==> src/rtl/gpr_cdb_arbiter_pkg.sv <==
// rtl/gpr_cdb_arbiter_pkg.sv - shared CDB types, requester ids and helpers
//
// Purpose: common definitions for the GPR common-data-bus arbiter and its
//          users (reservation stations, ROB, functional units).
// Contents:
//   ROB_WIDTH, XLEN     tag and data widths carried on the CDB
//   cdb_t               broadcast record {valid, tag, data}
//   gpr_cdb_req_t       requester slot assignment on the GPR CDB
//   N_GPR_CDB_REQ       number of GPR CDB requesters
//   tag_match()         valid-qualified tag compare used by snoopers
//   idx_width()         index width for an N-entry selector (min 1)

package gpr_cdb_arbiter_pkg;

    localparam int ROB_WIDTH = 6;
    localparam int XLEN      = 32;

    typedef struct packed {
        logic                 valid;
        logic [ROB_WIDTH-1:0] tag;
        logic [XLEN-1:0]      data;
    } cdb_t;

    typedef enum logic [1:0] {
        REQ_ADD_SUB = 2'd0,
        REQ_MOV     = 2'd1,
        REQ_BRANCH  = 2'd2,
        REQ_LOAD    = 2'd3
    } gpr_cdb_req_t;

    localparam int N_GPR_CDB_REQ = 4;

    // Tag/data on the bus are meaningless unless valid is set.
    function automatic logic tag_match(input cdb_t cdb, input logic [ROB_WIDTH-1:0] tag);
        return cdb.valid && (cdb.tag == tag);
    endfunction

    function automatic int idx_width(input int n);
        return (n > 1) ? $clog2(n) : 1;
    endfunction

endpackage

==> src/rtl/gpr_cdb_arbiter_if.sv <==
// rtl/gpr_cdb_arbiter_if.sv - request/grant and broadcast bundle of the GPR CDB arbiter
//
// Purpose: groups the per-unit handshake, unit results and the CDB broadcast.
// Signals:
//   req_valid    [N_REQ]       unit i has a dispatchable entry
//   req_ready    [N_REQ]       grant, one-hot or zero
//   unit_result  cdb_t[N_REQ]  registered result of each unit (.valid ignored)
//   gpr_cdb      cdb_t         broadcast onto the common data bus
//   grant_idx_q  [IDX_W]       unit currently driving gpr_cdb
// Modports:
//   slave   arbiter side
//   master  functional-unit / consumer side

interface gpr_cdb_arbiter_if
    import gpr_cdb_arbiter_pkg::*;
#(
    parameter int N_REQ = N_GPR_CDB_REQ
);
    localparam int IDX_W = idx_width(N_REQ);

    logic [N_REQ-1:0] req_valid;
    logic [N_REQ-1:0] req_ready;
    cdb_t             unit_result [N_REQ];
    cdb_t             gpr_cdb;
    logic [IDX_W-1:0] grant_idx_q;

    modport slave (
        input  req_valid,
        input  unit_result,
        output req_ready,
        output gpr_cdb,
        output grant_idx_q
    );

    modport master (
        output req_valid,
        output unit_result,
        input  req_ready,
        input  gpr_cdb,
        input  grant_idx_q
    );

endinterface

==> src/rtl/gpr_cdb_arbiter_rr_pick.sv <==
// rtl/gpr_cdb_arbiter_rr_pick.sv - first-valid picker scanning upward from a start pointer
//
// Purpose: returns the first set bit of valid found scanning ptr, ptr+1, ...,
//          N-1, 0, ... (mod N). With ptr tied to 0 it is a plain lowest-index
//          priority picker. Purely combinational.
// Ports:
//   valid   in  [N]      candidate requests
//   ptr     in  [IDX_W]  scan start, must be < N
//   onehot  out [N]      selected request, zero when none
//   idx     out [IDX_W]  index of the selected request (0 when none)
//   any     out 1        some request selected

module gpr_cdb_arbiter_rr_pick
    import gpr_cdb_arbiter_pkg::*;
#(
    parameter int N     = 4,
    parameter int IDX_W = idx_width(N)
) (
    input  logic [N-1:0]     valid,
    input  logic [IDX_W-1:0] ptr,
    output logic [N-1:0]     onehot,
    output logic [IDX_W-1:0] idx,
    output logic             any
);

    always_comb begin : scan
        int j;
        onehot = '0;
        idx    = '0;
        any    = 1'b0;
        j      = 0;
        for (int k = 0; k < N; k++) begin
            // Wrap by subtraction so non-power-of-2 N never indexes past N-1.
            j = int'(ptr) + k;
            if (j >= N) begin
                j = j - N;
            end
            if (!any && valid[j]) begin
                any       = 1'b1;
                idx       = IDX_W'(j);
                onehot[j] = 1'b1;
            end
        end
    end

endmodule

==> src/rtl/gpr_cdb_arbiter.sv <==
// rtl/gpr_cdb_arbiter.sv - single-grant arbiter and broadcast mux for the GPR CDB
//
// Purpose: grants at most one functional unit per cycle. Units whose
//          FIXED_PRIO bit is set (the load unit, which cannot stall) win over
//          all others, lowest index first; the rest share round-robin. The
//          granted unit registers its result at the next edge and the arbiter
//          places that result on gpr_cdb during the following cycle.
// Ports:
//   clk    in  1        clock
//   reset  in  1        synchronous, active-high
//   bus    slave        req_valid/req_ready, unit_result, gpr_cdb, grant_idx_q

module gpr_cdb_arbiter
    import gpr_cdb_arbiter_pkg::*;
#(
    parameter int               N_REQ      = N_GPR_CDB_REQ,
    parameter logic [N_REQ-1:0] FIXED_PRIO = {1'b1, {(N_REQ-1){1'b0}}}
) (
    input  logic             clk,
    input  logic             reset,
    gpr_cdb_arbiter_if.slave bus
);

    localparam int IDX_W = idx_width(N_REQ);

    logic [IDX_W-1:0] rr_ptr;
    logic             grant_any_q;
    logic [IDX_W-1:0] grant_idx_q;

    logic [N_REQ-1:0] fix_onehot;
    logic [IDX_W-1:0] fix_idx;
    logic             fix_any;
    logic [N_REQ-1:0] rr_onehot;
    logic [IDX_W-1:0] rr_idx;
    logic             rr_any;

    logic [N_REQ-1:0] win_onehot;
    logic [IDX_W-1:0] win_idx;
    logic             win_any;
    logic [IDX_W-1:0] rr_ptr_next;

    // Fixed-priority class: lowest index wins, so the scan always starts at 0.
    gpr_cdb_arbiter_rr_pick #(
        .N     (N_REQ),
        .IDX_W (IDX_W)
    ) u_fix_pick (
        .valid  (bus.req_valid & FIXED_PRIO),
        .ptr    ({IDX_W{1'b0}}),
        .onehot (fix_onehot),
        .idx    (fix_idx),
        .any    (fix_any)
    );

    gpr_cdb_arbiter_rr_pick #(
        .N     (N_REQ),
        .IDX_W (IDX_W)
    ) u_rr_pick (
        .valid  (bus.req_valid & ~FIXED_PRIO),
        .ptr    (rr_ptr),
        .onehot (rr_onehot),
        .idx    (rr_idx),
        .any    (rr_any)
    );

    always_comb begin
        win_onehot = rr_onehot;
        win_idx    = rr_idx;
        if (fix_any) begin
            win_onehot = fix_onehot;
            win_idx    = fix_idx;
        end
        win_any = fix_any | rr_any;
    end

    // Pointer moves just past the round-robin winner, wrapping explicitly.
    assign rr_ptr_next = (rr_idx == IDX_W'(N_REQ - 1)) ? '0 : rr_idx + 1'b1;

    // Units share this reset, so no one may dispatch while it is asserted.
    assign bus.req_ready = reset ? '0 : win_onehot;

    always_ff @(posedge clk) begin
        if (reset) begin
            rr_ptr      <= '0;
            grant_any_q <= 1'b0;
            grant_idx_q <= '0;
        end else begin
            grant_any_q <= win_any;
            if (win_any) begin
                grant_idx_q <= win_idx;
            end
            // A fixed-priority win must not disturb the fairness rotation.
            if (!fix_any && rr_any) begin
                rr_ptr <= rr_ptr_next;
            end
        end
    end

    always_comb begin
        bus.gpr_cdb       = bus.unit_result[grant_idx_q];
        bus.gpr_cdb.valid = grant_any_q;
    end

    assign bus.grant_idx_q = grant_idx_q;

endmodule

==> src/flat_wrapper.sv <==
// flat-port wrapper written by rule: the top's interface ports become plain ports
module gpr_cdb_arbiter_flat import gpr_cdb_arbiter_pkg::*;
#(
    parameter int               N_REQ      = N_GPR_CDB_REQ,
    parameter logic [N_REQ-1:0] FIXED_PRIO = {1'b1, {(N_REQ-1){1'b0}}}
)
  (clk, reset, bus_req_valid, bus_unit_result, bus_req_ready, bus_gpr_cdb, bus_grant_idx_q);
  gpr_cdb_arbiter_if #(.N_REQ(N_REQ)) bus_i ();
  input  logic clk;
  input  logic reset;
  input wire logic [$bits(bus_i.req_valid)-1:0] bus_req_valid;
  input wire logic [$bits(bus_i.unit_result)-1:0] bus_unit_result;
  output wire logic [$bits(bus_i.req_ready)-1:0] bus_req_ready;
  output wire logic [$bits(bus_i.gpr_cdb)-1:0] bus_gpr_cdb;
  output wire logic [$bits(bus_i.grant_idx_q)-1:0] bus_grant_idx_q;
  assign bus_i.req_valid = bus_req_valid;
  assign bus_i.unit_result = {>>{bus_unit_result}};
  assign bus_req_ready = bus_i.req_ready;
  assign bus_gpr_cdb = bus_i.gpr_cdb;
  assign bus_grant_idx_q = bus_i.grant_idx_q;
  gpr_cdb_arbiter #(.N_REQ(N_REQ), .FIXED_PRIO(FIXED_PRIO)) u_core (.clk(clk), .reset(reset), .bus(bus_i));
endmodule
==> config.mk <==
export PLATFORM = sky130hd
export DESIGN_NAME = gpr_cdb_arbiter_flat
export DESIGN_NICKNAME = d
export VERILOG_FILES = /design/src/rtl/gpr_cdb_arbiter_pkg.sv /design/src/rtl/gpr_cdb_arbiter_if.sv /design/src/rtl/gpr_cdb_arbiter_rr_pick.sv /design/src/rtl/gpr_cdb_arbiter.sv /design/src/flat_wrapper.sv
export SDC_FILE = /design/constraint.sdc
export NUM_CORES = 1
export LEC_CHECK = 0
export ABC_AREA = 1
export CORE_MARGIN = 4
export CORE_UTILIZATION = 24
export DETAILED_ROUTE_END_ITERATION = 8
export PLACE_DENSITY = 0.8
export SETUP_SLACK_MARGIN = 0.02
export SLEW_MARGIN = 20
export SYNTH_ARGS = -nofsm -noshare
export SYNTH_HDL_FRONTEND = slang
export SYNTH_SLANG_ARGS = --single-unit
==> constraint.sdc <==
create_clock -name clk -period 2.1 [get_ports clk]
set_input_delay 0.42 -clock clk [delete_from_list [all_inputs] [get_ports clk]]
set_output_delay 0.42 -clock clk [all_outputs]
set_load 0.005 [all_outputs]
After elaboration in Yosys (flattened, before gate mapping). Cells that the tools add are included.

$lt $le $gt $ge: 13. Mux-type cells: 46. Reduce and logical (&&, ||, !) cells: 12. Multipliers: 0. Divide/modulo/power cells: 0. Bitwise gates (word level): 5. $add $sub $neg: 8. Equality and inequality tests: 1. Shift operators: 0.

Operators with widths (number): 32-bit by 1-bit >= comparator with 1-bit output, second input constant (4); 32-bit by 4-bit < comparator with 1-bit output, second input constant (4); 32-bit 2-to-1 mux (4); 39-bit binary-select mux with 2-bit select (1); 38-bit 2-to-1 mux (2); 4-bit 2-to-1 mux (7); 1-bit 2-to-1 mux (17); 2-bit 2-to-1 mux (7); 3-bit >= comparator, second input constant (4); 4-bit OR (3); 3-bit by 3-bit subtractor with 4-bit output, second input constant (3); 1-bit binary-select mux with 2-bit select (4); 1-bit demux with 2-bit select (4); 1-bit logical AND (8); 2-bit by 2-bit adder with 3-bit output, second input constant (2); 1-bit zero test (4); 2-bit by 3-bit subtractor with 4-bit output, second input constant (1); 2-bit by 1-bit adder with 3-bit output, second input constant (1); 2-bit by 3-bit >= comparator with 1-bit output, second input constant (1); 2-bit NOT with 3-bit output (1); 2-bit by 1-bit adder with 2-bit output, second input constant (1); 2-bit equality test, second input constant (1); 1-bit OR (1).

Memories: 0. Memory bits (read-only): 0. Latch bits: 0. Memory bits (writable): 0. Bits of input ports: 162. Output and inout bits: 45. Register bits after elaboration: 5.

Depth between registers and ports, before layout.
Depth after elaboration: 17. Mapped depth: 13. Gate-level depth less buffers: 13.

Hierarchy. Synthesis repeated with hierarchy kept, for this count alone.

Cells, all modules: 491. Area total of the unflattened synthesis: 2894.0 um^2.

Modules (own cells, without submodules): gpr_cdb_arbiter (seq. area each 100.1 um^2, instances 1, cells each 337, area each 1955.6 um^2); gpr_cdb_arbiter_rr_pick (u_core.u_rr_pick) (seq. area each 0.0 um^2, instances 1, cells each 77, area each 478.0 um^2); gpr_cdb_arbiter_rr_pick (u_core.u_fix_pick) (seq. area each 0.0 um^2, instances 1, cells each 77, area each 460.4 um^2).

Worst setup path before layout. OpenSTA, ideal clock, no wires.

Kind: reg-to-output. From: reg u_core.rr_ptr[0]. To: out bus_req_ready[0]. Data required time: 1.680 ns. Path slack: -0.035 ns. Arrival time: 1.715 ns. Stages on the path, launching flop included: 12. Cells stage by stage: dfxtp_1 -> inv_2 -> ha_1 -> inv_1 -> nand3_1 -> nand2_2 -> inv_1 -> nor2_2 -> nand2_1 -> o21ai_1 -> a21oi_1 -> nor2_1.

Word-level cells in the longest chain between the ends: 17. Elaborated cells on any way between the ends: 65. Classes of those cells: add/sub: 7; order compare: 12; mux: 33; bitwise: 3; reduce/logical: 10.

RTL lines: from (decl) (RTL line gpr_cdb_arbiter.sv:26) `logic [IDX_W-1:0] rr_ptr;`; from (signal assigned) (RTL line gpr_cdb_arbiter.sv:93) `rr_ptr <= rr_ptr_next;`; parallel branches: the longest is 14 deep, another holds 32-bit by 1-bit >= comparator with 1-bit output; 4-bit 2-to-1 mux (*) (RTL line gpr_cdb_arbiter_rr_pick.sv:38) `if (!any && valid[j]) begin`; 4-bit 2-to-1 mux (*) (RTL line gpr_cdb_arbiter.sv:68) `if (fix_any) begin`; 4-bit 2-to-1 mux (*) (RTL line gpr_cdb_arbiter.sv:79) `assign bus.req_ready = reset ? '0 : win_onehot;`; to (decl) (RTL line flat_wrapper.sv:13) `output wire logic [$bits(bus_i.req_ready)-1:0] bus_req_ready;`.

Every way passes the cells marked *. The select of a mux whose other input is x is not followed.

Final worst setup path.
From: reg u_core.rr_ptr[0]. To: out bus_req_ready[3].

Same word-level chain as after synthesis.

==> impl_metrics.yaml <==
run_status:
  status: "complete, but fails checks"
  violations: "setup timing"
setup_path:
  cp_data_arrival_time_ns: 1.82
  reg2reg_from: "u_core.rr_ptr[0]"
  worstSetupEndpointType: "output pin"
  path_class: "register to output pin"
  worstPathMaxFanout: 4
  worst_ep_required_time_ns: 1.68
  cp-startpoint: "u_core.rr_ptr[0]"
  start_kind: "register"
drt:
  firstDrtPassIters: 4
  wl_per_cell_um: 17.8
  viasPerCell: 5.18
  wirelength_mm: 10.9
  remaining_drc_errors: 0
  vias: 3182
  ant_nets: 0
  drtIter0Drc: 129
floorplan:
  die_w_um: 89.9
  coreArea_mm2: 0.00642
  die-area_mm2: 0.00808
  rows: 29
  io_pins: 207
  die_h_um: 89.9
  start_util_pct: 25.1
power:
  power_uw: 4670
  power_density_mw_per_mm2: 1100
  vdd_drop_max_mv: 0.824
  leakagePower_uw: 0.00185
worst_hold_path:
  hp-start: "u_core.rr_ptr[0]"
  worstHoldPathType: "register to register"
clocking:
  numCtsBuffers: 3
  cts.sinks: 5
  clock_path_buffers: 2
  cts_tree: "done"
  h-tree-depth: 1
  worstSkewPairLatency_ns: 0.23
  ctsRootBufferMaster: "clkbuf_8"
  postCtsHoldBufs: 0
  cts.clk_slew.worst_paths_ns: 0.03
timing:
  drv_slew: 0
  relSlewSlack_pct: 84.0
  hold_violations: 0
  max_freq_ghz: 0.446
  setup_ws_ns: -0.142
  fin_crit_sh_pct: 107
  grt_setup_unrepaired: "true"
  tightest_slew_ns: 0.238
  setup-violations-final: 4
  hold_ws_ns: 0.652
  fin_skew_ns: 0.00259
  period_needed_ns: 2.24
run:
  cap_violations: 0
global_route:
  grt_max_degree: 40
  grt_pass1_vias: 2917
  antenna_found_initial: 0
  grt_first_pass_wirelength_mm: 16.0
  overflow: 0
  grt_use_total_pct: 24.1
final_layout:
  antenna_cells: 0
  final_util_pct: 66.2
  layout_commonest_cell: "clkdlybuf4s50_1"
  layout_common_cells: "clkdlybuf4s50_1, nor2_1, o21ai_0"
  final_nets: 705
  stdcell_count: 614
  synthToLayoutAreaGrowth_pct: 164
  fin_area_mm2: 0.00425
  drive_above_1_share_pct: 15.3
placed_design:
  place_congestion: 0.875
  dp_cells: 592
  postPlaceCellArea_mm2: 0.00385
  dp_hpwl_mm: 7.74
  port_buffers: 202
synthesis:
  synth_cell_types: 22
  synth_compound_area_share_pct: 45.7
  ys_seq_elements: 5
  synth_xor_area_share_pct: 0
  synth_nets: 484
  muxShareOfSynthArea_pct: 0
  synth_top_family_by_area: "compound AO/OA/AOI/OAI gates"
  synth_area_mm2: 0.00161
  synthCells: 317
  yosysWarnings: 0
  ys_seq_area_share_pct: 6.22
  syn_avg_cell_area_um2: 5.08
  synthSimpleGateAreaFrac_pct: 34.1
  synthAdderAreaFrac_pct: 3.89
## cell type report
type                    instances  area (um^2)
clock buffers                   4         45.0
fillers                       546         2170
inverters                      17         78.8
multi-input cells             270         1450
flip-flops and latches          5          108
well taps                      77         96.3
repair buffers                241         2480
## registers in the layout (all words and copies together) (netlist names)
signal,count
u_core.bus.grant_idx_q,2
u_core.grant_any_q,1
u_core.rr_ptr,2
## path summary, 6_finish.rpt
check | to | slack [ns] | cells after the start
hold / removal | u_core.rr_ptr[0] | 0.65 | 3
hold reg to reg | u_core.rr_ptr[0] | 0.65 | 3
setup reg to reg | u_core.rr_ptr[1] | 0.26 | 14
setup / recovery | bus_req_ready[3] | -0.14 | 10
## synthesized netlist by cell type (all sizes together)
cell type | number | area share, %
a21oi | 10 | 3.8
clkinv | 1 | 0.23
a22oi | 2 | 0.93
inv | 16 | 3.7
ha | 5 | 3.9
nand2 | 34 | 8.9
nand3b | 1 | 0.47
dfxtp | 5 | 6.2
nor2 | 85 | 20
o21ai | 81 | 25
nand3 | 10 | 3.1
a31oi | 2 | 0.78
clkbuf | 24 | 5.6
nand4 | 2 | 1.6
o22ai | 38 | 15
buf | 1 | 0.47
## metrics by stage
stage | setup slack [ns] | TNS [ns]
after global placement | -0.571 | -2.18
after global routing | -0.263 | -0.835
after CTS | -0.0838 | -0.181
after detailed placement | -0.658 | -2.50
after floorplan | 0.0400 | 0
final | -0.142 | -0.365
## timing repair
| action | CTS | global route |
|---|---|---|
| buffers inserted | 7 | 5 |
| pin swaps | 12 | 7 |
| setup endpoints to repair | 28 | 14 |
| cloned | 3 | 3 |
| resized for setup | 83 | 13 |
## logic make-up after synthesis
| group | Yosys count |
|---|---|
| AO/OA/AOI/OAI | 133 |
| AND/OR/NAND/NOR | 132 |
| buffers and inverters | 42 |
| adder cells (fa/ha/maj) | 5 |
| flip-flops | 5 |
## metal layers
| layer | GRT usage (%) | share of wire (%) | vias to the layer above |
|---|---|---|---|
| met5 | 0 | 0 | - |
| met4 | 5.99 | 2.5 | 0 |
| met3 | 5.84 | 7.3 | 27 |
| met2 | 45.8 | 52 | 157 |
| met1 | 26.8 | 39 | 1446 |
| li1 | - | - | 1552 |
## worst max-delay path, stage by stage (launching register included)
cell	delay [ns]
dfxtp_2	0.33
inv_2	0.05
ha_4	0.28
buf_4	0.13
nand2_1	0.06
nand2_2	0.08
nand4_4	0.12
o21ai_0	0.25
nor2_2	0.07
nor2_1	0.10
buf_2	0.13
## power breakdown
group | internal (uW) | switching (uW) | leakage, uW | total, uW
clock network | 131 | 52.1 | 0.0000228 | 183
logic | 2210 | 2080 | 0.00179 | 4290
registers | 143 | 58.3 | 0.0000431 | 202
(Power assumes the default switching activity.)
